File: src/rtl/tt_proj_sel_ctrl.sv
// Project-select controller: isolates, resets and enables one project slot at a time.
// Optional macro TT_PROJ_SEL_OUT_REG_EN registers the uo_out/uio_out/uio_oe mux.
module tt_proj_sel_ctrl #(
    parameter int unsigned NUM_PROJ  = 16,
    parameter int unsigned ADDR_W    = 8,
    parameter int unsigned GUARD_CYC = 4,
    parameter int unsigned RST_CYC   = 8
) (
    input  logic                     clk,
    input  logic                     rst_n,
    input  logic                     sel_inc,
    input  logic                     sel_clr,
    input  logic                     ctrl_ena,
    input  logic                     proj_clk_in,
    input  logic                     proj_rst_n_in,
    input  logic [7:0]               ui_in,
    input  logic [7:0]               uio_in,
    input  logic [24*NUM_PROJ-1:0]   ow_all,
    output logic [17:0]              iw,
    output logic [NUM_PROJ-1:0]      ena,
    output logic [7:0]               uo_out,
    output logic [7:0]               uio_out,
    output logic [7:0]               uio_oe,
    output logic                     busy,
    output logic [ADDR_W-1:0]        sel_addr
);

    localparam int unsigned CNT_W = 8;
    localparam int unsigned IDX_W = ADDR_W + 5;

    typedef enum logic [1:0] {
        S_IDLE   = 2'd0,
        S_SWITCH = 2'd1,
        S_RESET  = 2'd2,
        S_RUN    = 2'd3
    } state_t;

    state_t              r_state;
    state_t              w_state_nxt;
    logic [CNT_W-1:0]    r_cnt;
    logic [CNT_W-1:0]    w_cnt_nxt;
    logic [ADDR_W-1:0]   r_sel_addr;
    logic [ADDR_W-1:0]   w_addr_nxt;
    logic                r_inc_d;
    logic                w_inc_edge;
    logic                w_sel_chg;
    logic                w_act_nxt;
    logic                w_act;
    logic                w_run;
    logic [NUM_PROJ-1:0] r_ena;
    logic [15:0]         r_iw_hi;
    logic                r_busy;
    logic [IDX_W-1:0]    w_base;
    logic [23:0]         w_slice;
    logic [23:0]         w_out;

    // Select address update: clear beats increment, increment wraps at the last slot
    always_comb begin
        w_inc_edge = sel_inc & ~r_inc_d;
        w_addr_nxt = r_sel_addr;
        if (sel_clr) begin
            w_addr_nxt = '0;
        end else if (w_inc_edge) begin
            w_addr_nxt = (r_sel_addr == ADDR_W'(NUM_PROJ - 1)) ? '0 : r_sel_addr + ADDR_W'(1);
        end
        w_sel_chg = sel_clr | (w_addr_nxt != r_sel_addr);
    end

    // Next state: ctrl_ena dominates, then a select change restarts the guard window
    always_comb begin
        w_state_nxt = r_state;
        w_cnt_nxt   = r_cnt;
        if (!ctrl_ena) begin
            w_state_nxt = S_IDLE;
        end else if (r_state == S_IDLE || w_sel_chg) begin
            w_state_nxt = S_SWITCH;
            w_cnt_nxt   = CNT_W'(GUARD_CYC - 1);
        end else begin
            case (r_state)
                S_SWITCH: begin
                    if (r_cnt == '0) begin
                        w_state_nxt = S_RESET;
                        w_cnt_nxt   = CNT_W'(RST_CYC - 1);
                    end else begin
                        w_cnt_nxt = r_cnt - CNT_W'(1);
                    end
                end
                S_RESET: begin
                    if (r_cnt == '0) begin
                        w_state_nxt = S_RUN;
                    end else begin
                        w_cnt_nxt = r_cnt - CNT_W'(1);
                    end
                end
                default: w_state_nxt = r_state;
            endcase
        end
        w_act_nxt = (w_state_nxt == S_RESET) || (w_state_nxt == S_RUN);
    end

    always_ff @(posedge clk or negedge rst_n) begin
        if (!rst_n) begin
            r_state    <= S_IDLE;
            r_cnt      <= '0;
            r_sel_addr <= '0;
            r_inc_d    <= 1'b0;
            r_ena      <= '0;
            r_iw_hi    <= '0;
            r_busy     <= 1'b0;
        end else begin
            r_state    <= w_state_nxt;
            r_cnt      <= w_cnt_nxt;
            r_sel_addr <= w_addr_nxt;
            r_inc_d    <= sel_inc;
            r_ena      <= w_act_nxt ? (NUM_PROJ'(1) << w_addr_nxt) : '0;
            r_iw_hi    <= w_act_nxt ? {uio_in, ui_in} : '0;
            r_busy     <= (w_state_nxt == S_SWITCH) || (w_state_nxt == S_RESET);
        end
    end

    assign w_act  = (r_state == S_RESET) || (r_state == S_RUN);
    assign w_run  = (r_state == S_RUN);
    assign w_base = IDX_W'(r_sel_addr) * IDX_W'(24);
    assign w_slice = ow_all[w_base +: 24];

    // Project clock and reset bits bypass the register so the project sees them unretimed
    assign iw       = {r_iw_hi, w_run & proj_rst_n_in, w_act & proj_clk_in};
    assign ena      = r_ena;
    assign busy     = r_busy;
    assign sel_addr = r_sel_addr;

`ifdef TT_PROJ_SEL_OUT_REG_EN
    logic [23:0] r_out;

    always_ff @(posedge clk or negedge rst_n) begin
        if (!rst_n) begin
            r_out <= '0;
        end else begin
            r_out <= w_act_nxt ? w_slice : '0;
        end
    end

    assign w_out = r_out;
`else
    assign w_out = w_act ? w_slice : '0;
`endif

    assign {uio_oe, uio_out, uo_out} = w_out;

endmodule

File: config.mk
export PLATFORM = sky130hd
export DESIGN_NAME = tt_proj_sel_ctrl
export DESIGN_NICKNAME = d
export VERILOG_FILES = /design/src/rtl/tt_proj_sel_ctrl.sv
export SDC_FILE = /design/constraint.sdc
export NUM_CORES = 1
export LEC_CHECK = 0
export ABC_AREA = 1
export CORE_AREA = 2 2 185 187
export CTS_CLUSTER_SIZE = 28
export DETAILED_ROUTE_END_ITERATION = 8
export DIE_AREA = 0 0 187 189
export PLACE_DENSITY_LB_ADDON = 0.25
export REMOVE_ABC_BUFFERS = 1
export SLEW_MARGIN = 25
export SYNTH_ARGS = -nofsm -noshare
export SYNTH_HDL_FRONTEND = slang
export SYNTH_SLANG_ARGS = --single-unit
File: constraint.sdc
create_clock -name clk -period 3.6 [get_ports clk]
set_input_delay 0.54 -clock clk [delete_from_list [all_inputs] [get_ports clk]]
set_output_delay 0.54 -clock clk [all_outputs]
set_load 0.005 [all_outputs]
==> run metrics, run 1 <==
worst vdd ir=0.295 mV; Post-synth top flop=dfrtp_1; Clock Tree Buf Depth=2; Worst-path clk slew=0.07 ns; Syn-to-layout area delta=92.7%; clk_skew=0.00663 ns; I/O Pins=474; synth warn=0; initial antenna violation count=6; Core Region=0.0333 mm^2; Combinational Power Share=0.470; die height=189 um; Max Cap Viol=0; Rows=67; Lkg Pwr=4.35 nW; dpl ws=0.582 ns; H-tree levels=2; Post-CTS Setup Bufs=0; Worst Setup SP=sel_addr[1]$_DFF_PN0_; Synth Area in Simple Gates=0.336; first-pass GRT wire length=51,000 um; crit end category=output pin; Crit path depth=6; largest family of logic cells by synthesized area=simple AND/OR/NAND/NOR gates; worst endpoint required time=3.06 ns; PD cells=189 mW/mm^2; post-synthesis mux area share=0.00173; final hold slack=0.272 ns; status=complete, no violations; post-synthesis sequential area ratio=0.225; P_int=0.00147 W; IO Port Bufs=473; drt pass-1 iters=4; CP cell instances=buf_12 -> o21ai_0 -> o211ai_1 -> nand3_1 -> a31oi_1 -> clkdlybuf4s50_1; number of global-route vias before repair=8,382; GP Congestion=0.885; placed cells=1,855; Avg Cell Area, Syn=5.86 um^2; GRT Total Usage=0.186; Synth Instances=987; Synth Cell Area=0.00578 mm^2; GRT overflow=0; Worst slew margin=0.514; #FFs+latches synth=52; Synth Area in Adders=0.0195; critical path class=flop to output pin; setup ws final=0.328 ns; crit path max fanout=65; DR WL/cell=18.5 um; Final TNS setup=0 ns; sequential power share=0.290; Clk Latency, worst-skew pair=0.29 ns; initial core utilization=0.174; Max Freq=0.306 GHz; Post-Synth XOR/XNOR Area=0.0106; Net Sw Frac=0.305; CP max stage delay=0.71 ns; Die Span X=187 um; r2r startpoint=r_cnt[0]$_DFFE_PN0P_; CP Buf/Inv Count=2; cell at the slowest stage of the critical path=dfrtp_4; Post-Layout Cell Count=1,868; Critical Path End=uo_out[6]; synth unique cells=34; Switch Pwr=0.000645 W; Via density=4.58; Post-synth ARST share=1.00; cells on worst reg2reg path=16; Num CTS Buffers=5; Slew @ Worst Pin=0.729 ns; Final Cell Area=0.0111 mm^2; CTS tree=done; clk sinks=52; startpoint types=flop; Worst R2R End=ena[8]$_DFF_PN0_; post-synthesis compound-gate area fraction=0.305; Filler cells=3,577; Final #Nets=1,830; largest net degree at the start of global routing=82; Root Buffer=clkbuf_16; initial DRC count=358; multi-input logic area=0.00390 mm^2; FF/Latch Area=0.00131 mm^2; arrival time of the worst setup path=2.73 ns; Post-CTS Hold Buffers=0; number of gates resized after CTS=0; fin. max-slew vios=0; minimum clock period=3.27 ns; Detailed Route WL=34,600 um; routed vias=8,547; share of cells above drive strength 1=0.0424; clock power share=0.240; Routed Antenna Nets=0; final setup vio count=0; fin crit share=0.909; area of placed instances=0.0110 mm^2; Hold Crit Class=primary input to asynchronous set/reset pin; die area=0.0353 mm^2; DP HPWL=26,700 um; final hold vios=0; CP top delay family=buffers and inverters; DRC=0; reg2reg setup slack=1.02 ns; EDFF count, synth=0; RSZ-0062 raised after global routing=no
[cells by family (layout without fill, tap and decap cells)]
logic type | count (synthesis) | in the layout
xor+xnor | 7 | 7
fa+ha+maj | 9 | 9
mux | 1 | 1
other cells | 0 | 6
buf+inv | 133 | 560
flops | 52 | 52
simple gates | 483 | 483
compound gates | 302 | 302
[stage by stage]
step                utilization  total power, W
global placement          0.330         0.00161
global route              0.335         0.00225
detailed placement        0.330         0.00162
CTS                       0.334         0.00213
floorplan                     -        0.000996
finish                    0.335         0.00211
[cell usage in the layout, fill, tap and decap left out, types with 4 or more instances in the layout]
| cell type | count |
|---|---|
| a31oi_1 | 24 |
| buf_12 | 6 |
| buf_4 | 21 |
| clkbuf_16 | 5 |
| clkdlybuf4s50_1 | 471 |
| dfrtp_1 | 49 |
| diode_2 | 6 |
| ha_1 | 9 |
| inv_1 | 47 |
| inv_2 | 5 |
| nand2_1 | 89 |
| nand3_1 | 32 |
| nand4_1 | 8 |
| nor2_1 | 337 |
| nor2_2 | 4 |
| o211ai_1 | 49 |
| o21ai_0 | 185 |
| o21ai_1 | 15 |
| o32ai_1 | 24 |
| xor2_1 | 6 |
[cell usage after synthesis, types with 2 or more instances]
library cell	count	area share
nand4_1	8	0.0087
inv_2	6	0.0039
buf_2	12	0.010
a21oi_1	2	0.0017
inv_1	47	0.031
nor2_4	2	0.0039
nor2_2	4	0.0043
or2_2	2	0.0022
nor2_1	338	0.22
dfrtp_1	52	0.23
o21ai_0	185	0.16
clkbuf_1	47	0.031
o32ai_1	24	0.036
nand2_1	89	0.058
nand2_2	2	0.0022
o211ai_1	49	0.064
buf_4	6	0.0078
ha_1	9	0.019
a31oi_1	24	0.026
xor2_1	6	0.0091
buf_6	7	0.014
nand3_1	32	0.028
o21ai_1	15	0.013
nor3_1	3	0.0026
buf_1	7	0.0045
[state kept, by name, summed over array words and instances (netlist names)]
| name | cells |
|---|---|
| r_cnt | 8 |
| busy | 1 |
| ena | 16 |
| r_state | 2 |
| r_iw_hi | 16 |
| sel_addr | 8 |
| r_inc_d | 1 |
[power groups by stage]
stage               combinational [W]  clock [W]  sequential (W)
floorplan                    0.000336          0        0.000659
global placement             0.000991          0        0.000624
detailed placement           0.000995          0        0.000625
CTS                           0.00100   0.000519        0.000614
global route                  0.00110   0.000538        0.000615
finish                       0.000991   0.000507        0.000613
[worst register-to-register path: stages, from the launching register on]
cell and delay (ns):
dfrtp_1 0.39, inv_1 0.09, ha_1 0.16, nand2_1 0.07, nor2_1 0.14, nand2_1 0.12
nor3_2 0.19, inv_1 0.12, nand2_1 0.07, o211ai_1 0.08, nand2_1 0.11, inv_1 0.06
ha_1 0.19, nor2_1 0.23, nor2_1 0.10, nand2_1 0.25, nor2_1 0.10
[worst min path at each step]
stage / start / endpoint / slack (ns) / cells past startpoint
2_1_floorplan: rst_n / busy$_DFF_PN0_ / 0.24 / 0
3_3_place_gp: r_cnt[7]$_DFFE_PN0P_ / r_cnt[7]$_DFFE_PN0P_ / 0.53 / 2
3_5_place_dp: r_cnt[7]$_DFFE_PN0P_ / r_cnt[7]$_DFFE_PN0P_ / 0.54 / 2
4_1_cts: rst_n / r_state[1]$_DFF_PN0_ / 0.29 / 1
5_1_grt: rst_n / r_state[1]$_DFF_PN0_ / 0.31 / 1
6_report: rst_n / r_state[1]$_DFF_PN0_ / 0.27 / 1
[layout make-up]
type                            instances  share of cell area
Antenna cell                            6             0.00135
Clock buffer                            7              0.0137
Inverter                               54              0.0186
Multi-Input combinational cell        802               0.350
Sequential cell                        52               0.118
Tap cell                              448              0.0503
Timing Repair Buffer                  499               0.448
[metal layers]
layer / vias to the layer above / part of all wire / track usage
li1: 4177 / - / -
met5: - / 0 / 0
met1: 4026 / 0.41 / 0.221
met4: 0 / 0.024 / 0.0586
met3: 32 / 0.071 / 0.0432
met2: 312 / 0.50 / 0.333
Note: power is estimated with default switching activity, not from simulation.
==> run 2: changes to the inputs <==
ABC_CLOCK_PERIOD_IN_PS = 4100   (was unset)
clock period = 4.1 ns   (was 3.6 ns; I/O delays follow)
==> run 2 against run 1 <==
  * Setup slack better by 0.16 ns
  * Clock skew up 0.00072 ns
  * Sequential share of layout area about the same
  * Clock power down 5.5%
  * Worst hold slack better by 0.15 ns
  * Via count down 0.90%
  * Register-to-register slack better by 0.47 ns
  * First-iteration DRC count up 12%
  * Critical path depth up 3
  * Flip-flop and latch count unchanged
  * Critical endpoint is now uio_oe[7]
  * Largest cell class unchanged
  * Largest power group unchanged
==> run metrics, run 2 (synthesis gave the netlist of run 1 again) <==
I/O Pins=474 (unchanged); most frequent cells in the layout=clkdlybuf4s50_1, nor2_1, o21ai_0, nand2_1 (unchanged); RSZ-0062 raised after global routing=no (unchanged); CP max stage delay=0.76 ns (was 0.71 ns); share of cells above drive strength 1=0.0445 (was 0.0424); Num CTS Buffers=5 (unchanged); Detailed Route WL=34,800 um (was 34,600 um); Rows=67 (unchanged); crit end category=output pin (unchanged); number of global-route vias before repair=8,504 (was 8,382); DRC=0 (unchanged); largest net degree at the start of global routing=73 (was 82); final setup vio count=0 (unchanged); Filler cells=3,623 (was 3,577); Post-CTS Setup Bufs=0 (unchanged); CP dominant cell by count=nor2_1; Final Util=0.335 (about the same); minimum clock period=3.61 ns; DP HPWL=27,000 um (was 26,700 um); number of gates resized after CTS=0 (unchanged); Final #Nets=1,832 (was 1,830); Post-CTS Hold Buffers=0 (unchanged); initial DRC count=402 (was 358); die height=189 um (unchanged); Worst-path clk slew=0.07 ns (about the same); initial core utilization=0.174 (unchanged); IO Port Bufs=473 (unchanged); initial antenna violation count=9 (was 6); routed vias=8,470 (was 8,547); crit path max fanout=67 (was 65); Clk Latency, worst-skew pair=0.29 ns (about the same); Max Freq=0.277 GHz; fin crit share=0.880; worst endpoint required time=3.48 ns (was 3.06 ns); Hold Crit Class=primary input to asynchronous set/reset pin (unchanged); critical path class=flop to output pin (unchanged); Slew @ Worst Pin=0.837 ns (was 0.729 ns); fin. max-slew vios=0 (unchanged); multi-input logic area=0.00390 mm^2 (unchanged); clk_skew=0.00734 ns (was 0.00663 ns); setup ws final=0.493 ns (was 0.328 ns); Lkg Pwr=4.35 nW (about the same); CP cell instances=buf_12 -> buf_4 -> nor2_1 -> nor2_1 -> o21ai_0 -> o211ai_1 -> nand3_1 -> a31oi_1 -> clkdlybuf4s50_1 (was buf_12 -> o21ai_0 -> o211ai_1 -> nand3_1 -> a31oi_1 -> clkdlybuf4s50_1); cell at the slowest stage of the critical path=dfrtp_4 (unchanged); PD cells=169 mW/mm^2 (was 189 mW/mm^2); Core Region=0.0333 mm^2 (unchanged); Final TNS setup=0 ns (unchanged); first-pass GRT wire length=51,200 um (was 51,000 um); dpl ws=0.802 ns (was 0.582 ns); Syn-to-layout area delta=93.0% (was 92.7%); Worst slew margin=0.442 (was 0.514); Die Span X=187 um (unchanged); FF/Latch Area=0.00131 mm^2 (unchanged); Max Cap Viol=0 (unchanged); Root Buffer=clkbuf_16 (unchanged); commonest non-fill, non-tap cell in the layout=clkdlybuf4s50_1 (unchanged); final hold vios=0 (unchanged); GRT Total Usage=0.187 (was 0.186); worst vdd ir=0.221 mV (was 0.295 mV); reg2reg setup slack=1.49 ns (was 1.02 ns); final hold slack=0.421 ns (was 0.272 ns); startpoint types=flop (unchanged); Clock Tree Buf Depth=2 (unchanged); GP Congestion=0.934 (was 0.885); die area=0.0353 mm^2 (unchanged); arrival time of the worst setup path=2.99 ns (was 2.73 ns); DR WL/cell=18.6 um (was 18.5 um); drt pass-1 iters=4 (unchanged); clk sinks=52 (unchanged); Via density=4.53 (was 4.58); status=complete, no violations (unchanged); CTS tree=done (unchanged); H-tree levels=2 (unchanged); Routed Antenna Nets=0 (unchanged); GRT overflow=0 (unchanged)
## run 2: critical path: cells and delay by family, from the launching register on
family,cells,cell delay (ns)
buf+inv,3,1.23
compound gates,3,0.40
flops,1,0.76
simple gates,3,0.28
## run 2: path summary, 6_finish.rpt
kind / start / to / depth (start not counted)
worst min register to register: r_cnt[7]$_DFFE_PN0P_ / r_cnt[7]$_DFFE_PN0P_ / 2
worst max register to register: r_cnt[0]$_DFFE_PN0P_ / ena[14]$_DFF_PN0_ / 16
worst max-delay path: sel_addr[0]$_DFF_PN0_ / uio_oe[7] / 9
worst min-delay path: rst_n / busy$_DFF_PN0_ / 1
max in group asynchronous: rst_n / ena[1]$_DFF_PN0_ / 2
min in group clk: r_cnt[7]$_DFFE_PN0P_ / r_cnt[7]$_DFFE_PN0P_ / 2
## run 2: where the power goes
group	total [W]	switching, W	internal [W]	leakage (nW)
Combinational	0.000856	0.000349	0.000506	3.57
Clock	0.000479	0.000192	0.000287	0.0798
Sequential	0.000552	0.0000276	0.000524	0.707
## run 2: routing by layer
metal | GRT usage | part of all wire
met5 | 0 | 0.00037
met1 | 0.222 | 0.41
met4 | 0.0488 | 0.022
met3 | 0.0576 | 0.082
met2 | 0.326 | 0.49
## run 2: final cells by class
class,instances,share of cell area
repair buffers,501,0.448
multi-input cells,802,0.349
flip-flops and latches,52,0.117
well taps,448,0.0502
inverters,54,0.0186
clock buffers,5,0.0112
clock inverters,3,0.00381
diodes,6,0.00135
## run 2: metrics by stage
step / instances / power [W] / cell area [um^2]
after detailed placement: 1857 / 0.00142 / 11000
after global placement: 1857 / 0.00142 / 11000
after CTS: 1865 / 0.00191 / 11100
after global routing: 1871 / 0.00201 / 11200
final: 1871 / 0.00189 / 11200
after floorplan: 908 / 0.000874 / 5400
